[src/rtl/uart_pkg.sv]
// Shared constants, types and the configuration check for the UART baud generator.
package uart_pkg;

  localparam int unsigned UART_DEFAULT_BAUD = 9600;
  localparam int unsigned UART_DEFAULT_FREQ = 100_000_000;
  localparam int unsigned UART_OVERSAMPLE   = 16;
  localparam int unsigned UART_BAUD_W       = 20;
  localparam int unsigned UART_FREQ_W       = 30;
  localparam int unsigned UART_CFG_CALC_W   = 64;

  typedef enum logic [1:0] {
    APPLY_NONE,
    APPLY_ACK,
    APPLY_ERR
  } apply_e;

  // The oversample rate must fit at least twice into the clock so that ticks never merge.
  function automatic logic baud_cfg_valid(
    input logic [UART_CFG_CALC_W-1:0] baud,
    input logic [UART_CFG_CALC_W-1:0] freq,
    input int unsigned                os
  );
    logic [UART_CFG_CALC_W-1:0] need;
    need = (baud * UART_CFG_CALC_W'(os)) << 1;
    return (baud != '0) && (freq != '0) && (need <= freq);
  endfunction

endpackage

[src/rtl/frac_tick_nco.sv]
// Phase accumulator with modulus wrap; emits a registered tick on every overflow.
module frac_tick_nco #(
  parameter int unsigned STEP_W = 22,
  parameter int unsigned ACC_W  = 31
) (
  input  logic              clock,
  input  logic              Reset,
  input  logic              en_i,
  input  logic              clear_i,
  input  logic [STEP_W-1:0] step_i,
  input  logic [ACC_W-1:0]  modulus_i,
  output logic              overflow_o,
  output logic              tick_o
);

  localparam int unsigned MAX_W = (STEP_W > ACC_W) ? STEP_W : ACC_W;
  localparam int unsigned SUM_W = MAX_W + 1;

  logic [ACC_W-1:0] acc_q, acc_d;
  logic             tick_q, tick_d;
  logic [SUM_W-1:0] sum, modExt;
  logic             over;

  // Overflow ignores clear so a tick landing on a restart edge is still emitted.
  always_comb begin
    sum    = SUM_W'(acc_q) + SUM_W'(step_i);
    modExt = SUM_W'(modulus_i);
    over   = en_i && (sum >= modExt);
    acc_d  = ACC_W'(sum);
    if (!en_i || clear_i) begin
      acc_d = '0;
    end else if (over) begin
      acc_d = ACC_W'(sum - modExt);
    end
    tick_d = over;
  end

  always_ff @(posedge clock) begin
    if (Reset) begin
      acc_q  <= '0;
      tick_q <= 1'b0;
    end else begin
      acc_q  <= acc_d;
      tick_q <= tick_d;
    end
  end

  assign overflow_o = over;
  assign tick_o     = tick_q;

endmodule

[src/rtl/uart_baud_nco.sv]
// Fractional baud-rate generator: NCO-derived oversample/bit ticks and uartClock,
// with a shadow configuration that only switches on a bit boundary or while idle.
module uart_baud_nco
  import uart_pkg::*;
#(
  parameter int unsigned OVERSAMPLE   = UART_OVERSAMPLE,
  parameter int unsigned BAUD_W       = UART_BAUD_W,
  parameter int unsigned FREQ_W       = UART_FREQ_W,
  parameter int unsigned DEFAULT_BAUD = UART_DEFAULT_BAUD,
  parameter int unsigned DEFAULT_FREQ = UART_DEFAULT_FREQ
) (
  input  logic              clock,
  input  logic              Reset,
  input  logic              enable,
  input  logic [BAUD_W-1:0] BaudRate,
  input  logic [FREQ_W-1:0] ClockFrequency,
  input  logic              cfg_load,
  output logic              cfg_ack,
  output logic              cfg_error,
  output logic              os_tick,
  output logic              bit_tick,
  output logic              uartClock
);

  localparam int unsigned OS_LOG2 = $clog2(OVERSAMPLE);
  localparam int unsigned STEP_W  = BAUD_W + OS_LOG2;
  localparam int unsigned ACC_W   = FREQ_W + 1;
  localparam logic [OS_LOG2-1:0] OS_LAST = OS_LOG2'(OVERSAMPLE - 1);
  localparam logic [OS_LOG2-1:0] OS_HALF = OS_LOG2'(OVERSAMPLE / 2);

  logic [BAUD_W-1:0]  baudAct_q, baudPend_q;
  logic [FREQ_W-1:0]  freqAct_q, freqPend_q;
  logic               pend_q, pend_d;
  logic               ticked_q, ticked_d;
  logic [OS_LOG2-1:0] osCnt_q, osCnt_d;
  logic               bitTick_q, uartClk_q, uartClk_d;
  logic               cfgAck_q, cfgErr_q;

  logic [STEP_W-1:0]  step;
  logic [ACC_W-1:0]   modulus;
  logic               overflow, osTick, wrap, applyPoint, clearPhase, cfgValid;
  apply_e             applyRes;

  assign step     = {baudAct_q, {OS_LOG2{1'b0}}};
  assign modulus  = {1'b0, freqAct_q};
  assign cfgValid = baud_cfg_valid(UART_CFG_CALC_W'(baudPend_q),
                                   UART_CFG_CALC_W'(freqPend_q), OVERSAMPLE);

  frac_tick_nco #(
    .STEP_W (STEP_W),
    .ACC_W  (ACC_W)
  ) u_nco (
    .clock      (clock),
    .Reset      (Reset),
    .en_i       (enable),
    .clear_i    (clearPhase),
    .step_i     (step),
    .modulus_i  (modulus),
    .overflow_o (overflow),
    .tick_o     (osTick)
  );

  // Before the first overflow since enable nothing has been emitted, so a switch is harmless.
  always_comb begin
    wrap       = overflow && (osCnt_q == OS_LAST);
    applyPoint = wrap || !enable || (!ticked_q && !overflow);
    applyRes   = APPLY_NONE;
    if (pend_q && applyPoint) begin
      applyRes = cfgValid ? APPLY_ACK : APPLY_ERR;
    end
    clearPhase = (applyRes == APPLY_ACK);

    osCnt_d = osCnt_q;
    if (!enable || clearPhase) begin
      osCnt_d = '0;
    end else if (overflow) begin
      osCnt_d = osCnt_q + OS_LOG2'(1);
    end
    uartClk_d = (osCnt_d < OS_HALF);

    ticked_d = enable && (ticked_q || overflow);
    pend_d   = cfg_load || (pend_q && (applyRes == APPLY_NONE));
  end

  always_ff @(posedge clock) begin
    if (Reset) begin
      baudAct_q  <= BAUD_W'(DEFAULT_BAUD);
      freqAct_q  <= FREQ_W'(DEFAULT_FREQ);
      baudPend_q <= '0;
      freqPend_q <= '0;
      pend_q     <= 1'b0;
      ticked_q   <= 1'b0;
      osCnt_q    <= '0;
      bitTick_q  <= 1'b0;
      uartClk_q  <= 1'b1;
      cfgAck_q   <= 1'b0;
      cfgErr_q   <= 1'b0;
    end else begin
      if (cfg_load) begin
        baudPend_q <= BaudRate;
        freqPend_q <= ClockFrequency;
      end
      if (applyRes == APPLY_ACK) begin
        baudAct_q <= baudPend_q;
        freqAct_q <= freqPend_q;
      end
      pend_q    <= pend_d;
      ticked_q  <= ticked_d;
      osCnt_q   <= osCnt_d;
      bitTick_q <= wrap;
      uartClk_q <= uartClk_d;
      cfgAck_q  <= (applyRes == APPLY_ACK);
      cfgErr_q  <= (applyRes == APPLY_ERR);
    end
  end

  assign cfg_ack   = cfgAck_q;
  assign cfg_error = cfgErr_q;
  assign os_tick   = osTick;
  assign bit_tick  = bitTick_q;
  assign uartClock = uartClk_q;

endmodule

[config.mk]
export PLATFORM = sky130hd
export DESIGN_NAME = uart_baud_nco
export DESIGN_NICKNAME = d
export VERILOG_FILES = /design/src/rtl/uart_pkg.sv /design/src/rtl/frac_tick_nco.sv /design/src/rtl/uart_baud_nco.sv
export SDC_FILE = /design/constraint.sdc
export NUM_CORES = 1
export LEC_CHECK = 0
export BUFFER_PORTS_ARGS = -buffer_cell sky130_fd_sc_hd__buf_2
export CAP_MARGIN = 40
export CELL_PAD_IN_SITES_DETAIL_PLACEMENT = 1
export CELL_PAD_IN_SITES_GLOBAL_PLACEMENT = 1
export CORE_UTILIZATION = 50
export DETAILED_ROUTE_END_ITERATION = 7
export HOLD_SLACK_MARGIN = 0.05
export PLACE_DENSITY_LB_ADDON = 0.1
export SYNTH_ARGS = -nofsm -noshare
export SYNTH_HDL_FRONTEND = slang
export SYNTH_SLANG_ARGS = --single-unit
export TNS_END_PERCENT = 20
[constraint.sdc]
create_clock -name clock -period 8.3 [get_ports clock]
set_input_delay 1.66 -clock clock [delete_from_list [all_inputs] [get_ports clock]]
set_output_delay 1.66 -clock clock [all_outputs]
set_load 0.005 [all_outputs]
==> impl_results.md, run 1 <==
- Final Hold Vio Count: 0
- Die width: 136 microns
- Synth area leader: dfxtp_1
- Clk root buf: clkbuf_16
- Sequential share of the synthesized area: 0.315
- Ant. Diodes: 0
- Hold Startpoint: freqAct_q[2]
- Layout Nets: 1,218
- Clk slew on worst S/H paths: 70 ps
- Area growth from synthesis to layout: 12.1%
- Final period util: 0.737
- Remaining Overflow, GRT: 0
- DRC Markers: 0
- Top cell type's share of synthesized area: 0.315
- Largest cells by area after synthesis: dfxtp_1 32%, mux2i_1 11%, ha_1 9.8%
- CTS resizes: 0
- TritonCTS buffer count: 17
- Final Instance Area: 10,100 sq um
- Fmax: 0.164 GHz
- Initial antenna violation count: 1
- DP HPWL: 18,500 microns
- Vias per inst: 5.93
- Setup TNS: 0 ps
- Req. time, crit path: 8640 ps
- Routed WL: 25,900 microns
- Post-Syn Nets: 1,184
- Post-synth ARST share: 0
- Die area: 18,600 sq um
- Reg2reg start: baudAct_q[0]
- FILL cells: 2,082
- Slew Viols, Final: 0
- Max-slew headroom: 0.407
- First-pass GRT wire length: 41,500 microns
- Syn. warnings: 0
- Number of synthesized flops with an enable pin: 0
- Max cap viols: 0
- DRT iter0 DRCs: 564
- TritonRoute pass-1 iters: 6
- Synth cell count leaders: 142 x dfxtp_1, 118 x nor2_1, 101 x mux2i_1, 76 x nand2b_1, 71 x ha_1
- Min cycle time layout: 6120 ps
- Clock buffer depth: 2
- Routed Antenna Nets: 0
- Main synth FF type: dfxtp_1
- Initial core utilization: 0.516
- Critical Path AT: 6460 ps
- Critical path class: register to register
- Wire per inst: 19.5 microns
- PortBufs: 58
- Number of global-route vias before repair: 7,972
- Largest net degree at the start of global routing: 101
- Max VDD drop: 0.000167 V
- Most common cell in the netlist: dfxtp_1
- Status: complete, no violations
- PD cells: 192 nW/um^2
- Postcts setup bufs: 0
- Vias: 7,875
- Overall Global Routing Usage: 0.291
- Sink Count: 142
- Yosys reg bits: 142
- Htree depth: 4
- Core footprint: 17,500 sq um
- Critical-path maximum fanout: 55
- GP Congestion: 0.873
- Distinct cell type count after synthesis: 66
- Die Y: 136 microns
- Clock Latency Late Sink: 430 ps
- Setup Skew: 9.72 ps
- Worst setup EP type: register
- Share of cells above drive strength 1: 0.101
- Synthesized area per cell: 8.54 sq um
- Row count: 48
- Lkg Pwr: 4.39 nW
- RSZ-0062 raised after global routing: false
- Cts-stage hold buffer count: 0
- Crit start category: register
- Worst slew pin tran: 886 ps
- Cell area after synthesis: 9020 sq um
- Synth Instances: 1,057
- Area after detailed placement: 9490 sq um
- Worst setup startpoint: baudAct_q[0]
- IO Pins: 59
- CTS tree: yes
- Tightest Hold Check Type: register to register
- Final setup vio count: 0
## layer usage
metal  share of wire  vias up  GRT usage  wire (microns)
li1                -     3837          -               -
met1            0.49     3839      0.393           12600
met2            0.45      164      0.463           11700
met3           0.041       33     0.0563            1060
met4           0.020        2     0.0907             531
met5         0.00050        -          0              13
## kinds of logic (layout without fill, tap and decap cells)
logic type,count (synthesis),in the layout,share of synthesized area
AOI/OAI and AO/OA,246,246,0.186
buffers and inverters,121,168,0.0555
DFF,142,142,0.315
muxes,102,102,0.113
and+or+nand+nor,328,328,0.184
xor gates and xnor gates,45,45,0.0437
adders and majority gates,73,73,0.103
## worst max-delay path, cell delays in order (launching register included)
cell	delay [ps]
dfxtp_1	310
ha_1	230
fa_1	430
a21oi_2	190
o211ai_1	120
a221o_1	390
a21oi_1	340
o21bai_1	120
a21oi_1	190
xnor2_1	180
ha_1	330
inv_1	190
o21bai_1	110
a221oi_2	260
a21oi_1	120
a2111oi_2	470
a31o_2	320
o211ai_4	210
buf_16	240
a2111oi_4	330
buf_4	320
buf_16	300
mux2i_1	270
## layout make-up
type                    count  area, sq um  area share
flip-flops and latches    142         2840       0.281
clock inverters            10          150      0.0148
well taps                 225          282      0.0278
repair buffers             68          428      0.0423
multi-input cells         794         5680       0.562
clock buffers              22          474      0.0469
inverters                  68          255      0.0252
## where the power goes
part | internal, mW | switching (mW) | total (mW)
combinational | 0.157 | 0.222 | 0.379
sequential | 0.713 | 0.0297 | 0.743
clock | 0.502 | 0.321 | 0.823
## metrics by stage
step | setup slack [ps] | util | instances | hold WS (ps) | total power, mW
2_1_floorplan | 3470 | - | 1057 | 449 | 1.02
3_3_place_gp | 2250 | 0.538 | 1294 | 458 | 1.11
3_5_place_dp | 2350 | 0.543 | 1297 | 464 | 1.12
4_1_cts | 2250 | 0.579 | 1329 | 480 | 1.95
5_1_grt | 1810 | 0.579 | 1329 | 494 | 2.02
6_report | 2180 | 0.579 | 1329 | 479 | 1.94
## path summary, 6_finish.rpt
kind / to / slack (ps) / cells after the start
worst max-delay path: freqAct_q[13] / 2180 / 22
worst min-delay path: freqAct_q[2] / 480 / 2
worst max register to register: freqAct_q[13] / 2180 / 22
worst min register to register: freqAct_q[2] / 480 / 2
## flip-flops by register name, summed over array words and instances, names as in the netlist, 4 cells and up
| register | count |
|---|---|
| u_nco.acc_q | 31 |
| freqAct_q | 30 |
| freqPend_q | 30 |
| baudAct_q | 20 |
| baudPend_q | 20 |
| osCnt_q | 4 |
## layout by cell type, fill, tap and decap left out, drive strengths merged, types with 26 or more instances in the layout
cell / count
buf: 68
nand2b: 76
a211oi: 31
inv: 72
nor2: 118
xnor2: 33
a21o: 31
mux2i: 101
o21ai: 52
nand3: 30
dfxtp: 142
nand2: 26
ha: 71
a21oi: 62
(Power assumes the default switching activity.)
==> run 2: changes to the inputs <==
- CORE_UTILIZATION: 50 -> 47
- clock period: 8.3 -> 5.7 ns (I/O delays scaled with it)
==> impl_results.md, run 2 (synthesis gave the netlist of run 1 again) <==
- Clk root buf: clkbuf_16
- Overall Global Routing Usage: 0.268 (-0.0224)
- Req. time, crit path: 6050 ps (-2590 ps)
- IO Pins: 59 (unchanged)
- CP top delay family: compound AO/OA/AOI/OAI gates
- TritonRoute pass-1 iters: 4 (-2)
- PD cells: 280 nW/um^2 (+46%)
- Sink Count: 142 (unchanged)
- Pre-CTS setup slack: 129 ps (-2220 ps)
- Multi-input gate area: 5710 sq um (+0.51%)
- Initial core utilization: 0.481 (-0.0355)
- Clock Latency Late Sink: 430 ps (about the same)
- Max-slew headroom: 0.423 (+0.0155)
- Clk pwr share: 0.428 (+0.005)
- Fmax: 0.188 GHz (+15%)
- Largest net degree at the start of global routing: 86 (-15%)
- Max VDD drop: 0.000215 V (+29%)
- Setup Skew: 9.07 ps (-0.646 ps)
- Worst r2r dst: baudAct_q[9]
- Setup slack after layout: 385 ps (-1800 ps)
- DP HPWL: 18,500 microns (+0.13%)
- Worst path depth: 20 (-9.1%)
- Largest regs: u_nco.acc_q x31, freqAct_q x30, freqPend_q x30
- Share of cells above drive strength 1: 0.108 (+0.00685)
- Worst setup EP type: register
- Cells on worst reg2reg path: 20 (-9.1%)
- Layout Nets: 1,223 (+0.41%)
- Worst slew pin tran: 866 ps (-20.0 ps)
- Master of the slowest instance on the critical path: a2111oi_4
- P_int: 2.03 mW (+48%)
- Reg2reg start: baudAct_q[0]
- Final setup vio count: 0 (unchanged)
- Die width: 141 microns (+3.1%)
- Slew Viols, Final: 0 (unchanged)
- CP peak stage delay: 470 ps (about the same)
- Vias: 7,813 (-0.79%)
- Most common cell after layout, fill and taps aside: dfxtp_1
- Worst Setup EP: baudAct_q[9]
- Area growth from synthesis to layout: 13.0%
- DRC Markers: 0 (unchanged)
- Clk slew on worst S/H paths: 60 ps (about the same)
- Htree depth: 4 (unchanged)
- Core footprint: 18,800 sq um (+7.4%)
- Routed WL: 25,800 microns (-0.27%)
- Sw Pwr: 0.828 mW (+45%)
- Ant. Diodes: 0 (unchanged)
- Vias per inst: 5.82 (-1.7%)
- Status: complete, no violations
- Sw Ratio: 0.290 (-0.00464)
- Biggest register: u_nco.acc_q
- Remaining Overflow, GRT: 0 (unchanged)
- Critical path class: register to register
- R2R setup slack: 390 ps (-1800 ps)
- Combinational share of power: 0.195 (about the same)
- Wire per inst: 19.2 microns (-1.2%)
- Final period util: 0.932 (+0.196)
- Max cap viols: 0 (unchanged)
- Final Hold Vio Count: 0 (unchanged)
- DRT iter0 DRCs: 580 (+2.8%)
- Max reg flops: 31 (unchanged)
- Reg power frac: 0.378 (-0.004)
- Critical Path AT: 5670 ps (-790 ps)
- Max Used Layer: met5
- CTS tree: yes
- Worst Path Buf+Inv: 2 (-2)
- Area after detailed placement: 9500 sq um (+0.12%)
- Clock buffer depth: 2 (unchanged)
- DR WL met2: 11,400 microns (-2.8%)
- Seq. cell area: 2840 sq um (unchanged)
- TritonCTS buffer count: 17 (unchanged)
- Wire length on met3: 1100 microns (+3.9%)
- PnR Total Power: 2.86 mW (+47%)
- Commonest cells after routing, fill and taps aside: 142 x dfxtp_1, 118 x nor2_1, 101 x mux2i_1, 76 x nand2b_1, 71 x ha_1
- Die Y: 141 microns (+3.1%)
- Die area: 19,800 sq um (+6.3%)
- Row count: 50 (+4.2%)
- Critical Path, Cell by Cell: ha_1 -> fa_1 -> a21oi_2 -> o211ai_1 -> a221o_1 -> a21oi_2 -> o21bai_1 -> a21oi_1 -> xnor2_1 -> ha_1 -> and4_1 -> and3_1 -> and3_1 -> a2111oi_4 -> a31o_4 -> o211ai_4 -> a2111oi_4 -> buf_4 -> buf_8 -> mux2i_1
- Min cycle time layout: 5310 ps (-801 ps)
- Routed Antenna Nets: 0 (unchanged)
- Crit start category: register
- FILL cells: 2,261 (+8.6%)
- Number of global-route vias before repair: 7,801 (-2.1%)
- Tightest Hold Check Type: register to register
- Worst setup startpoint: baudAct_q[0]
- Initial antenna violation count: 1 (unchanged)
- Final Instance Area: 10,200 sq um (+0.85%)
- Critical-path maximum fanout: 27 (-51%)
- First-pass GRT wire length: 41,500 microns (about the same)
- GP Congestion: 0.835 (-4.3%)
- Routed length on met1: 12,900 microns (+2.5%)
- PortBufs: 58 (unchanged)
- Lkg Pwr: 4.44 nW (+0.97%)
run 2: cell count changes in the layout (fill, tap and decap cells not counted), moves of 2 or more:
cell and change:
buf_4 +4, a21oi_1 -2, a21oi_2 +2, buf_16 -2
clkbuf_1 -2, clkinv_2 +2
run 2: per-stage QoR:
step | TNS [ps] | instances | hold WS, ps | utilization
global route | -11.5 | 1342 | 500 | 0.543
detailed placement | 0 | 1308 | 465 | 0.506
floorplan | 0 | 1057 | 449 | -
global placement | 0 | 1307 | 460 | 0.505
finish | 0 | 1342 | 474 | 0.543
CTS | 0 | 1339 | 480 | 0.540
run 2: how the worst min path moves through the flow:
stage,start,to,slack [ps],depth (start not counted)
6_report,freqAct_q[3],freqAct_q[3],470,2
5_1_grt,freqAct_q[4],freqAct_q[4],500,2
4_1_cts,freqAct_q[3],freqAct_q[3],480,2
3_5_place_dp,freqAct_q[10],freqAct_q[10],470,2
3_3_place_gp,freqAct_q[5],freqAct_q[5],460,2
2_1_floorplan,freqAct_q[10],freqAct_q[10],450,2
run 2: layer usage:
layer | track usage | up-vias
met3 | 0.0523 | 33
met1 | 0.374 | 3776
met5 | 0 | -
met4 | 0.0738 | 2
li1 | - | 3849
met2 | 0.420 | 153
run 2: tightest hold or removal path, cell delays in order (launching register included):
cell	delay [ps]
dfxtp_1	310
nand2b_1	60
mux2i_1	50
run 2: power groups by stage:
| stage | clock network [mW] | registers (mW) | logic (mW) |
|---|---|---|---|
| 2_1_floorplan | 0 | 1.08 | 0.408 |
| 3_3_place_gp | 0 | 1.10 | 0.524 |
| 3_5_place_dp | 0 | 1.10 | 0.536 |
| 4_1_cts | 1.24 | 1.08 | 0.545 |
| 5_1_grt | 1.28 | 1.08 | 0.611 |
| 6_report | 1.22 | 1.08 | 0.556 |
run 2: repair_timing:
item                       4_1_cts  5_1_grt
hold buffers                     0        0
buffers inserted                 0        2
setup endpoints to repair        0       85
gates resized for setup          0        6
run 2: area by class of cell:
class / count / share of cell area
multi-input cells: 794 / 0.560
flip-flops and latches: 142 / 0.279
repair buffers: 73 / 0.0454
inverters: 68 / 0.0250
well taps: 234 / 0.0287
clock inverters: 12 / 0.0179
clock buffers: 19 / 0.0444
